## config.mk

```make
export PLATFORM = sky130hd
export DESIGN_NAME = pipe_stage_reg
export DESIGN_NICKNAME = d
export VERILOG_FILES = /design/src/rtl/pipe_stage_reg.sv
export SDC_FILE = /design/constraint.sdc
export NUM_CORES = 1
export LEC_CHECK = 0
export ABC_AREA = 1
export BUFFER_PORTS_ARGS = -buffer_cell sky130_fd_sc_hd__buf_2
export CAP_MARGIN = 25
export CORE_AREA = 2 2 160 162
export CTS_BUF_LIST = sky130_fd_sc_hd__clkbuf_4
export DETAILED_ROUTE_END_ITERATION = 6
export DIE_AREA = 0 0 162 164
export HOLD_SLACK_MARGIN = 0.03
export SLEW_MARGIN = 20
export SYNTH_ARGS = -nofsm -noshare
export SYNTH_HDL_FRONTEND = slang
export SYNTH_SLANG_ARGS = --single-unit
```

## constraint.sdc

```tcl
create_clock -name clk -period 1.9 [get_ports clk]
set_input_delay 0.095 -clock clk [delete_from_list [all_inputs] [get_ports clk]]
set_output_delay 0.095 -clock clk [all_outputs]
set_load 0.03 [all_outputs]
```

## src/rtl/pipe_stage_reg.sv

```systemverilog
// Inter-stage pipeline register with stall hold, flush bubble insertion,
// valid tracking and a saturating stall-cycle counter.
module pipe_stage_reg #(
    parameter int          DATA_W           = 128,
    parameter bit          KEEP_PC_ON_FLUSH = 1'b1,
    parameter int          CNT_W            = 16
) (
    input  logic              clk,
    input  logic              reset,
    input  logic              en,
    input  logic              flush,
    input  logic              cnt_clr,
    input  logic              d_valid,
    input  logic [31:0]       d_instr,
    input  logic [31:0]       d_pc,
    input  logic [4:0]        d_wba,
    input  logic [DATA_W-1:0] d_data,
    output logic              q_valid,
    output logic              q_bubble,
    output logic [31:0]       q_instr,
    output logic [31:0]       q_pc,
    output logic [4:0]        q_wba,
    output logic [DATA_W-1:0] q_data,
    output logic [CNT_W-1:0]  stall_cnt
);

    logic              r_valid;
    logic              r_bubble;
    logic [31:0]       r_instr;
    logic [31:0]       r_pc;
    logic [4:0]        r_wba;
    logic [DATA_W-1:0] r_data;
    logic [CNT_W-1:0]  r_stall_cnt;

    logic              w_hold;
    logic              w_cnt_sat;
    logic [31:0]       w_flush_pc;

    assign w_hold     = !en && !flush;
    assign w_cnt_sat  = (r_stall_cnt == {CNT_W{1'b1}});
    assign w_flush_pc = KEEP_PC_ON_FLUSH ? d_pc : 32'h0;

    always_ff @(posedge clk) begin
        if (reset) begin
            r_valid     <= 1'b0;
            r_bubble    <= 1'b0;
            r_instr     <= 32'h0;
            r_pc        <= 32'h0;
            r_wba       <= 5'h0;
            r_data      <= '0;
            r_stall_cnt <= '0;
        end else begin
            if (flush) begin
                r_valid  <= 1'b0;
                r_bubble <= 1'b1;
                r_instr  <= 32'h0;
                r_pc     <= w_flush_pc;
                r_wba    <= 5'h0;
                r_data   <= '0;
            end else if (en) begin
                r_valid  <= d_valid;
                r_bubble <= 1'b0;
                r_instr  <= d_instr;
                r_pc     <= d_pc;
                // an invalid instruction must never reach a register write
                r_wba    <= d_valid ? d_wba : 5'h0;
                r_data   <= d_data;
            end

            if (cnt_clr) begin
                r_stall_cnt <= '0;
            end else if (w_hold && r_valid && !w_cnt_sat) begin
                r_stall_cnt <= r_stall_cnt + 1'b1;
            end
        end
    end

    assign q_valid   = r_valid;
    assign q_bubble  = r_bubble;
    assign q_instr   = r_instr;
    assign q_pc      = r_pc;
    assign q_wba     = r_wba;
    assign q_data    = r_data;
    assign stall_cnt = r_stall_cnt;

endmodule

```

==> results of run 1 <==
-- power by group through the flow --
stage                     combinational, W  sequential [W]  clock, W
after CTS                          0.00161         0.00474   0.00419
after floorplan                   0.000384         0.00516         0
after global placement             0.00119         0.00484         0
final                              0.00164         0.00475   0.00407
after detailed placement           0.00120         0.00484         0
after global routing               0.00176         0.00476   0.00446
-- logic make-up (layout without fill, tap and decap cells) --
kind of cell,after synthesis,in the layout,synth area share [%]
AND/OR/NAND/NOR,503,503,26.1
flip-flops,215,215,55.5
other,0,1,0
adder cells (fa/ha/maj),1,1,0.161
AO/OA/AOI/OAI,210,210,13.5
buffers and inverters,80,816,4.79
-- final cells by class --
type | count | area share, %
Timing Repair Buffer | 703 | 36.7
Sequential cell | 215 | 31.7
Multi-Input combinational cell | 714 | 22.8
Clock buffer | 86 | 4.76
Tap cell | 330 | 3.04
Clock inverter | 13 | 0.572
Inverter | 14 | 0.406
Antenna cell | 1 | 0.0184
-- placed cells by master (no fill, tap or decap), drive strengths merged --
cell / instances
nand3: 18
a21oi: 176
buf: 428
dlygate4sd3: 275
and2: 2
o21ai: 34
clkbuf: 86
ha: 1
dfxtp: 215
bufinv: 1
nand2: 371
nand4: 1
inv: 16
diode: 1
clkinv: 10
nor2: 107
nor3: 4
-- final timing paths --
path                                end  cells after the start
max          stall_cnt[10]$_SDFFE_PP0P_                     11
min reg2reg    q_data[109]$_SDFFE_PP0P_                      2
min             q_data[57]$_SDFFE_PP0P_                      5
max reg2reg  stall_cnt[10]$_SDFFE_PP0P_                      8
-- worst min-delay path, stage by stage --
cell,delay (ns)
buf_4,0.15
inv_4,0.06
buf_12,0.17
nand2_1,0.09
a21oi_1,0.06
-- cells in the mapped netlist --
library cell / count
a21oi_1: 176
and2_1: 2
buf_2: 42
buf_4: 1
buf_6: 2
clkbuf_1: 21
clkinv_1: 1
dfxtp_1: 215
ha_1: 1
inv_1: 12
inv_2: 1
nand2_1: 369
nand2_2: 1
nand2_4: 1
nand3_1: 14
nand3_2: 3
nand3_4: 1
nand4_1: 1
nor2_1: 98
nor2_2: 4
nor2_4: 4
nor2_8: 1
nor3_1: 3
nor3_2: 1
o21ai_0: 34
-- flip-flops by register name, indices dropped and copies added, names as in the netlist --
register   cells
q_pc          32
q_instr       32
q_bubble       1
q_data       128
stall_cnt     16
q_valid        1
q_wba          5
-- per-layer routing --
layer	routed length, um	vias to the layer above	track usage (%)	share of wire [%]
li1	-	4647	-	-
met1	11300	4297	22.8	38
met2	14900	441	38.2	50
met3	2420	106	6.01	8.1
met4	1390	2	10.8	4.6
met5	11	-	0	0.037
-- stage by stage --
stage	hold slack, ns	worst slack [ns]
after floorplan	0.164	0.272
after global placement	0.312	0.431
after detailed placement	0.323	0.383
after CTS	0.0305	0.229
after global routing	0.0321	0.0525
final	0.0955	0.123
-- timing repair --
| action | 4_1_cts | 5_1_grt |
|---|---|---|
| buffers inserted | 0 | 0 |
| hold buffers | 275 | 0 |
| endpoints found under the hold margin | 215 | 0 |
==> key figures, run 1 <==
Detailed routing
  • DR WL/cell: 14.5 um
  • Pre-antenna DRT Iters: 7
  • # DRC: 0
  • Detailed Route Iter0 Violations: 680
  • Antenna Nets Post-Route: 0
  • Via count: 9493
  • Wirelength, routed: 30.0 mm
  • Vias per std cell: roughly 4.6

Power
  • Clock Power Share: 38.9%
  • Seq pwr share: 45.4%
  • Comb power frac: approximately 16%
  • Total power draw: 0.0105 W
  • Net Sw Frac: 27.4%
  • PwrDens: 771 mW/mm^2
  • Switch Pwr: around 0.0029 W
  • Lkg Pwr: 6.51 nW
  • Cell Int Power: 0.00759 W
  • Worst ir drop on vdd: between 0.5 and 0.6 mV

STA
  • Final min period: 1.78 ns
  • Slew Limit Fails: 0
  • RSZ-0062 raised after global routing: no
  • Slew HR: 50.0%
  • Max Clock Skew: 0.0126 ns
  • Slew @ Worst Pin: 0.750 ns
  • Crit share post-route: 93.5%
  • Hold Vio Cnt, Final: 0
  • Setup TNS: 0 ns
  • Max Clk Rate: roughly 0.56 GHz
  • Setup violations, final: 0

Finish
  • Layout Utilization: 54.7%
  • Finished Layout Cells: 2076
  • Layout cells sized above 1: 30.8%
  • Final #Nets: 1910
  • Filler instances: 2217
  • Post-route cell area: 0.0136 sq mm
  • Layout area overhead: 74.8%
  • Reg area: 0.00430 sq mm
  • Area of the multi-input gates: just over 0.003 sq mm

Placement
  • Routability Congestion: roughly 0.81
  • Placed cell areas: roughly 0.010 sq mm
  • Post-DP HPWL: 17.4 mm
  • Dpl cells: roughly 1700
  • Port bufs: 417

Global routing
  • First-pass GRT wire length: 46.1 mm
  • Total track usage: around a fifth
  • Initial antenna violation count: 2
  • Vias in the first global route: 9517
  • Remaining Overflow, GRT: 0
  • Largest net degree at the start of global routing: 110

Critical path
  • R2R Setup Slk: 0.38 ns
  • Crit Path Category: in2reg
  • CP startpoint kind: input port
  • Critical Path RT: ~2.5 ns
  • Worst path cell trace: dlygate4sd3_1 > buf_2 > nor2_8 > dlygate4sd3_1 > nand2_4 > nor2_2 > nand2_1 > nor2_4 > nand3_1 > nand2_1 > nor2_1
  • Start of the worst register-to-register path: stall_cnt[0]$_SDFFE_PP0P_
  • Slowest-stage cell, CP: dlygate4sd3_1
  • Peak per-stage delay on the critical path: approximately 0.65 ns
  • Crit path arrival time: 2.33 ns
  • Crit path from: flush
  • CP Max Fanout: 14
  • Buffers plus inverters on the worst setup path: 3
  • CP delay by family, top: buffers and inverters
  • Kind of end point of the critical path: flop

Synthesis
  • Unique masters post-synth: 25
  • Syn_area_per_cell: 7.69 sq um
  • Synthesized area: 0.00776 sq mm
  • Seq/Total Area, Yosys: 55.5%
  • Largest cells by area after synthesis: dfxtp_1 (55%), nand2_1 (18%), a21oi_1 (11%)
  • Synth Register Bits: 215
  • Mapped Cells: just over 1000
  • Top cell type's share of synthesized area: between 50% and 60%
  • Ys Warns: 0
  • Syn_nets: 1213
  • Synth area leader: dfxtp_1

Clock tree
  • Clk sinks: about 220
  • H-tree level count: 2
  • Maximum buffer depth of the clock tree: 3
  • Worst-path clk slew: 0.06 ns
  • CTS root buffer: clkbuf_4
  • CTS tree: built
  • TritonCTS buffer count: just under 60
  • Post-cts sizing count: 0
  • Clk_lat worst skew: between 0.6 and 0.7 ns

Die
  • # rows: 58
  • Die footprint: 0.0266 sq mm
  • Core ar.: 0.0248 sq mm
  • Starting Density: 31.3%
  • I/O Pins: 418
  • Height of the die: 164 um
  • Die X-Extent: 162 um

Min path
  • Hold_sp: en
  • Worst min path class: in2reg

Outcome
  • Status: finished clean

Flow run
  • MaxCap Viol Count: 0
(Power assumes the default switching activity.)
==> inputs of run 2 (changes only) <==
--- a/config.mk
+++ b/config.mk
@@ -13,6 +13,7 @@
 export DETAILED_ROUTE_END_ITERATION = 6
 export DIE_AREA = 0 0 162 164
 export HOLD_SLACK_MARGIN = 0.03
+export MAX_ROUTING_LAYER = met4
 export SLEW_MARGIN = 20
 export SYNTH_ARGS = -nofsm -noshare
 export SYNTH_HDL_FRONTEND = slang
==> constraint.sdc (replaced) <==
create_clock -name clk -period 2.05 [get_ports clk]
set_input_delay 0.1025 -clock clk [delete_from_list [all_inputs] [get_ports clk]]
set_output_delay 0.1025 -clock clk [all_outputs]
set_load 0.03 [all_outputs]
==> run 2 against run 1 <==
Against the previous run:
- wire length decreased by 3.9%
- largest cell class unchanged
- sequential share of layout area is 0.53 points higher
- final cell count shrank 0.96%
- global-route usage fell by 0.22 points
- critical path depth decreased by 1
- total power down 6.4%
- sequential power down 7.4%
- hold slack got worse by 0.0083 ns
- register-to-register slack lost 0.21 ns
- clock skew down 0.0067 ns
- non-clock buffer count shrank 28
==> key figures, run 2 (same netlist as run 1, synthesis figures left out) <==
Outcome
  • Status: finished clean

Critical path
  • Crit path arrival time: 2.53 ns (+0.20 ns)
  • CP Max Fanout: 8 (-6)
  • Worst r2r dst: stall_cnt[0]$_SDFFE_PP0P_
  • Start of the worst register-to-register path: stall_cnt[0]$_SDFFE_PP0P_
  • Reg2reg path depth: 10 (+2)
  • R2R Setup Slk: 0.17 ns (-0.21 ns)
  • Kind of end point of the critical path: flop
  • Critical Path RT: 2.60 ns (+0.15 ns)
  • CP startpoint kind: input port
  • Crit Path Category: in2reg

Clock tree
  • CTS root buffer: clkbuf_4
  • Clk sinks: 215 (unchanged)
  • CTS tree: built
  • H-tree level count: 2 (unchanged)
  • TritonCTS buffer count: 59 (+1.7%)
  • Maximum buffer depth of the clock tree: 3 (unchanged)
  • Clk_lat worst skew: 0.65 ns (about the same)
  • Worst-path clk slew: 0.06 ns (about the same)

STA
  • Final worst slack: 0.0667 ns (-0.0560 ns)
  • Max Clock Skew: 0.00590 ns (-0.00669 ns)
  • Setup TNS: 0 ns (unchanged)
  • Slew HR: 54.7% (+4.7 points)
  • Crit share post-route: 96.7%
  • Slew Limit Fails: 0 (unchanged)
  • Slew @ Worst Pin: 0.680 ns (-0.0698 ns)
  • RSZ-0062 raised after global routing: no
  • Final min period: approximately 2.0 ns
  • Max Clk Rate: 0.504 GHz
  • Setup violations, final: 0 (unchanged)
  • Hold Vio Cnt, Final: 0 (unchanged)

Detailed routing
  • Detailed Route Iter0 Violations: 647 (-4.9%)
  • Via count: 9313 (-1.9%)
  • Antenna Nets Post-Route: 0 (unchanged)
  • Vias per std cell: 4.53 (-0.94%)
  • DR WL/cell: 14.0 um (-3.0%)
  • Pre-antenna DRT Iters: 4 (-3)
  • Wirelength, routed: 28.9 mm (-3.9%)
  • # DRC: 0 (unchanged)

Placement
  • Place WS: 0.537 ns (+0.154 ns)
  • Post-DP HPWL: 17.6 mm (+1.2%)
  • Port bufs: 417 (unchanged)
  • Dpl cells: 1702 (+0.059%)
  • Placed cell areas: 0.0101 sq mm (+0.20%)
  • Routability Congestion: 0.822 (+2.0%)

Die
  • Core ar.: 0.0248 sq mm (unchanged)
  • I/O Pins: 418 (unchanged)
  • Die X-Extent: 162 um (unchanged)
  • # rows: 58 (unchanged)
  • Height of the die: 164 um (unchanged)
  • Starting Density: 31.3% (unchanged)
  • Die footprint: 0.0266 sq mm (unchanged)

Power
  • Worst ir drop on vdd: 0.434 mV (-20%)
  • PwrDens: 733 mW/mm^2 (-4.9%)
  • Lkg Pwr: 6.35 nW (-2.4%)

Finish
  • Layout Utilization: 53.8% (-0.86 points)
  • Max FFs per register: 128 (unchanged)
  • Layout area overhead: 72.0%
  • Final #Nets: 1883 (-1.4%)
  • Finished Layout Cells: 2056 (-0.96%)
  • Most frequent cells in the layout: buf_2 (416), nand2_1 (368), dlygate4sd3_1 (245)
  • Layout cells sized above 1: 31.4% (+0.53 points)
  • Commonest non-fill, non-tap cell in the layout: buf_2
  • Post-route cell area: 0.0134 sq mm (-1.6%)

Global routing
  • Remaining Overflow, GRT: 0 (unchanged)
  • Vias in the first global route: 9230 (-3.0%)
  • Largest net degree at the start of global routing: 121 (+10%)
  • Total track usage: 21.0% (-0.22 points)
  • Initial antenna violation count: 1 (-1)
  • First-pass GRT wire length: 44.5 mm (-3.3%)

Flow run
  • MaxCap Viol Count: 0 (unchanged)

Min path
  • Hold Path End: q_instr[24]$_SDFFE_PP0P_
  • Worst min path class: in2reg
  • Hold_sp: en
  • WHS Path Cells: 4 (-1)
[run 2: cell count changes in the layout (fill, tap and decap cells not counted), sizes merged]
| cell | before | now |
|---|---|---|
| clkinv | 10 | 20 |
| bufinv | 1 | 2 |
| clkbuf | 86 | 84 |
| inv | 16 | 15 |
| dlygate4sd3 | 275 | 245 |
| buf | 428 | 430 |
[run 2: worst max-delay path by stage]
stage / from / slack [ns] / endpoint
3_3_place_gp: stall_cnt[0]$_SDFFE_PP0P_ / 0.59 / stall_cnt[14]$_SDFFE_PP0P_
4_1_cts: stall_cnt[0]$_SDFFE_PP0P_ / 0.03 / stall_cnt[0]$_SDFFE_PP0P_
6_report: flush / 0.07 / stall_cnt[0]$_SDFFE_PP0P_
5_1_grt: flush / 0.02 / stall_cnt[0]$_SDFFE_PP0P_
2_1_floorplan: stall_cnt[0]$_SDFFE_PP0P_ / 0.42 / stall_cnt[2]$_SDFFE_PP0P_
3_5_place_dp: stall_cnt[0]$_SDFFE_PP0P_ / 0.54 / stall_cnt[10]$_SDFFE_PP0P_
[run 2: metal layers]
metal | GRT usage, % | routed length [um]
met1 | 23.1 | 11400
met2 | 35.2 | 13900
met3 | 5.56 | 2090
met4 | 10.9 | 1390
met5 | - | 0
[run 2: area by class of cell]
type	instances	area (sq um)
clock inverter	23	141
fill	2290	11500
tap	330	413
sequential	215	4310
timing repair buffer	675	4700
clock buffer	84	631
multi-input combinational	714	3100
inverter	14	55.1
antenna	1	2.50
[run 2: power breakdown]
part | switching [W] | total [W] | leakage [nW] | internal (W)
clock | 0.00178 | 0.00391 | 0.455 | 0.00213
sequential | 0.0000716 | 0.00440 | 1.76 | 0.00433
combinational | 0.000821 | 0.00148 | 4.14 | 0.000663
total | 0.00267 | 0.00979 | 6.35 | 0.00712
[run 2: stage by stage]
step                      hold slack [ns]  total power [W]
final                              0.0872          0.00979
after global routing               0.0424           0.0103
after floorplan                     0.172          0.00514
after CTS                          0.0412          0.00991
after detailed placement            0.322          0.00559
after global placement              0.320          0.00559
[run 2: what timing repair did]
item / CTS / global route
hold buffers: 244 / 1
resized for setup: 0 / 4
hold endpoints to repair: 215 / 1
setup endpoints to repair: 0 / 1
buffers inserted: 0 / 1
[run 2: worst max-delay path, stage by stage]
cell	delay [ns]
dlygate4sd3_1	0.55
buf_2	0.16
nor2_8	0.11
dlygate4sd3_1	0.61
nand2_4	0.10
nor2_2	0.19
nand2_1	0.07
nand2_1	0.06
dlygate4sd3_1	0.55
nor2_1	0.04
==> inputs of run 3 (changes only) <==
--- a/config.mk
+++ b/config.mk
@@ -9,11 +9,11 @@
 export BUFFER_PORTS_ARGS = -buffer_cell sky130_fd_sc_hd__buf_2
 export CAP_MARGIN = 25
 export CORE_AREA = 2 2 160 162
-export CTS_BUF_LIST = sky130_fd_sc_hd__clkbuf_4
 export DETAILED_ROUTE_END_ITERATION = 6
 export DIE_AREA = 0 0 162 164
 export HOLD_SLACK_MARGIN = 0.03
 export MAX_ROUTING_LAYER = met4
+export RECOVER_POWER = 100
 export SLEW_MARGIN = 20
 export SYNTH_ARGS = -nofsm -noshare
 export SYNTH_HDL_FRONTEND = slang
==> run 3 against run 2 <==
Against the previous run:
- global-route usage decreased by 0.89 points
- clock power increased by 14%
- first-iteration DRC count decreased by 9.7%
- total power increased by 4.7%
- hold slack improved by 0.071 ns
- fmax increased by 17%
- sequential share of layout area increased by 1.7 points
- combinational power decreased by 5%
- critical path depth decreased by 3
- critical endpoint is now stall_cnt[15]$_SDFFE_PP0P_
==> key figures, run 3 (same netlist as run 1, synthesis figures left out) <==
STA
  • Slew HR: 20.9% (-34 points)
  • Max Clock Skew: 0.00269 ns (-0.00321 ns)
  • Setup TNS: 0 ns (unchanged)
  • Crit share post-route: 82.9% (-14 points)
  • Final min period: 1.70 ns (-0.284 ns)
  • Hold Vio Cnt, Final: 0 (unchanged)
  • Slew Limit Fails: 0 (unchanged)
  • Setup violations, final: 0 (unchanged)
  • Slew @ Worst Pin: 1.18 ns (+0.505 ns)
  • Max Clk Rate: 0.588 GHz (+17%)
  • RSZ-0062 raised after global routing: no

Detailed routing
  • Via count: 8905 (-4.4%)
  • Pre-antenna DRT Iters: 5 (+1)
  • Metal3 WL: 1.99 mm (-5.1%)
  • Top Metal Used: met4
  • Routed wl met2: 13.9 mm (-0.52%)
  • Detailed Route Iter0 Violations: 584 (-9.7%)
  • # DRC: 0 (unchanged)
  • DR WL/cell: 14.5 um (+3.0%)
  • Antenna Nets Post-Route: 0 (unchanged)
  • Routed metal-1 wirelength: 11.3 mm (-1.0%)
  • Vias per std cell: 4.56 (+0.66%)
  • Wirelength, routed: 28.2 mm (-2.2%)

Finish
  • Finished Layout Cells: 1953 (-5.0%)
  • Layout Utilization: 51.1% (-2.7 points)
  • Max FFs per register: 128 (unchanged)
  • Layout cells sized above 1: 16.3% (-15 points)
  • Layout area overhead: 63.5%
  • Most frequent cells in the layout: nand2_1 (369), clkbuf_1 (219), dfxtp_1 (215)
  • Filler instances: 2422 (+5.8%)
  • Final #Nets: 1810 (-3.9%)
  • Commonest non-fill, non-tap cell in the layout: nand2_1
  • Antenna cells: 0 (-1)

Critical path
  • CP Max Fanout: 12 (+4)
  • Reg2reg path depth: 7 (-3)
  • CP startpoint kind: flop
  • Worst r2r dst: stall_cnt[15]$_SDFFE_PP0P_
  • Crit path arrival time: 2.10 ns (-0.43 ns)
  • Crit Path Category: reg2reg
  • Start of the worst register-to-register path: stall_cnt[8]$_SDFFE_PP0P_
  • Kind of end point of the critical path: flop
  • Critical Path RT: 2.45 ns (-0.15 ns)
  • Crit path from: stall_cnt[8]$_SDFFE_PP0P_
  • R2R Setup Slk: 0.35 ns (+0.18 ns)

Clock tree
  • Worst-path clk slew: 0.06 ns (about the same)
  • CTS tree: built
  • # Post-CTS Setup Buffers: 0 (unchanged)
  • H-tree level count: 1 (-1)
  • TritonCTS buffer count: 25 (-58%)
  • Clk sinks: 215 (unchanged)
  • Post-cts sizing count: 0 (unchanged)
  • Clk_lat worst skew: 0.51 ns (-0.14 ns)
  • Hold_buf cts: 207 (-15%)
  • Maximum buffer depth of the clock tree: 3 (unchanged)
  • CTS root buffer: clkbuf_16

Die
  • Die X-Extent: 162 um (unchanged)
  • Core ar.: 0.0248 sq mm (unchanged)
  • Die footprint: 0.0266 sq mm (unchanged)
  • # rows: 58 (unchanged)
  • I/O Pins: 418 (unchanged)
  • Starting Density: 31.3% (unchanged)
  • Height of the die: 164 um (unchanged)

Placement
  • Post-DP HPWL: 17.6 mm (unchanged)
  • Routability Congestion: 0.822 (unchanged)
  • Dpl cells: 1702 (unchanged)
  • Port bufs: 417 (unchanged)

Outcome
  • Status: finished clean

Global routing
  • Vias in the first global route: 8655 (-6.2%)
  • First-pass GRT wire length: 42.8 mm (-3.9%)
  • Total track usage: 20.1% (-0.89 points)
  • Largest net degree at the start of global routing: 121 (unchanged)
  • Initial antenna violation count: 0 (-1)
  • Remaining Overflow, GRT: 0 (unchanged)

Min path
  • Worst min path class: in2reg
  • Hold Path End: stall_cnt[0]$_SDFFE_PP0P_
  • Hold_sp: flush
  • WHS Path Cells: 6 (+2)

Power
  • Total power draw: 0.0103 W (+4.7%)
  • Lkg Pwr: 5.19 nW (-18%)
  • Worst ir drop on vdd: 0.565 mV (+30%)
  • PwrDens: 808 mW/mm^2 (+10%)

Flow run
  • MaxCap Viol Count: 0 (unchanged)
run 3: cell type report:
cell class / count / area [sq um] / area share, %
repair buffers: 636 / 4040 / 31.9
inverters: 14 / 52.6 / 0.414
multi-input cells: 714 / 3050 / 24.0
flip-flops and latches: 215 / 4300 / 33.9
clock inverters: 9 / 98.8 / 0.779
well taps: 330 / 413 / 3.25
clock buffers: 35 / 733 / 5.78
run 3: critical path: stages, from the launching register on:
cell and delay, ns:
dfxtp_1 0.42, nand2_1 0.12, nor2_1 0.17, nand2_2 0.09, inv_2 0.06, nand3_1 0.38
a21oi_1 0.29, nor2_1 0.07
run 3: where the power goes:
group / total, W / internal (W) / switching [W] / leakage, nW
Combinational: 0.00140 / 0.000584 / 0.000811 / 3.02
Clock: 0.00445 / 0.00273 / 0.00172 / 0.418
Sequential: 0.00441 / 0.00433 / 0.0000772 / 1.76
Total: 0.0103 / 0.00764 / 0.00261 / 5.19
run 3: how the worst max path moves through the flow:
stage | cells after the start | end | slack (ns)
after floorplan | 8 | stall_cnt[2]$_SDFFE_PP0P_ | 0.42
after global placement | 8 | stall_cnt[14]$_SDFFE_PP0P_ | 0.59
after detailed placement | 8 | stall_cnt[10]$_SDFFE_PP0P_ | 0.54
after CTS | 8 | stall_cnt[10]$_SDFFE_PP0P_ | 0.52
after global routing | 8 | stall_cnt[15]$_SDFFE_PP0P_ | 0.22
final | 7 | stall_cnt[15]$_SDFFE_PP0P_ | 0.35
run 3: metrics by stage:
step	setup slack [ns]	hold WS, ns	instance area, sq um
2_1_floorplan	0.422	0.172	7760
3_3_place_gp	0.586	0.320	10100
3_5_place_dp	0.537	0.322	10100
4_1_cts	0.517	0.116	13000
5_1_grt	0.218	0.197	12700
6_report	0.351	0.158	12700
run 3: per-layer routing:
layer	GRT usage, %	up-vias
li1	-	4421
met3	3.84	71
met1	22.6	4044
met2	35.5	369
met5	-	-
met4	7.92	0
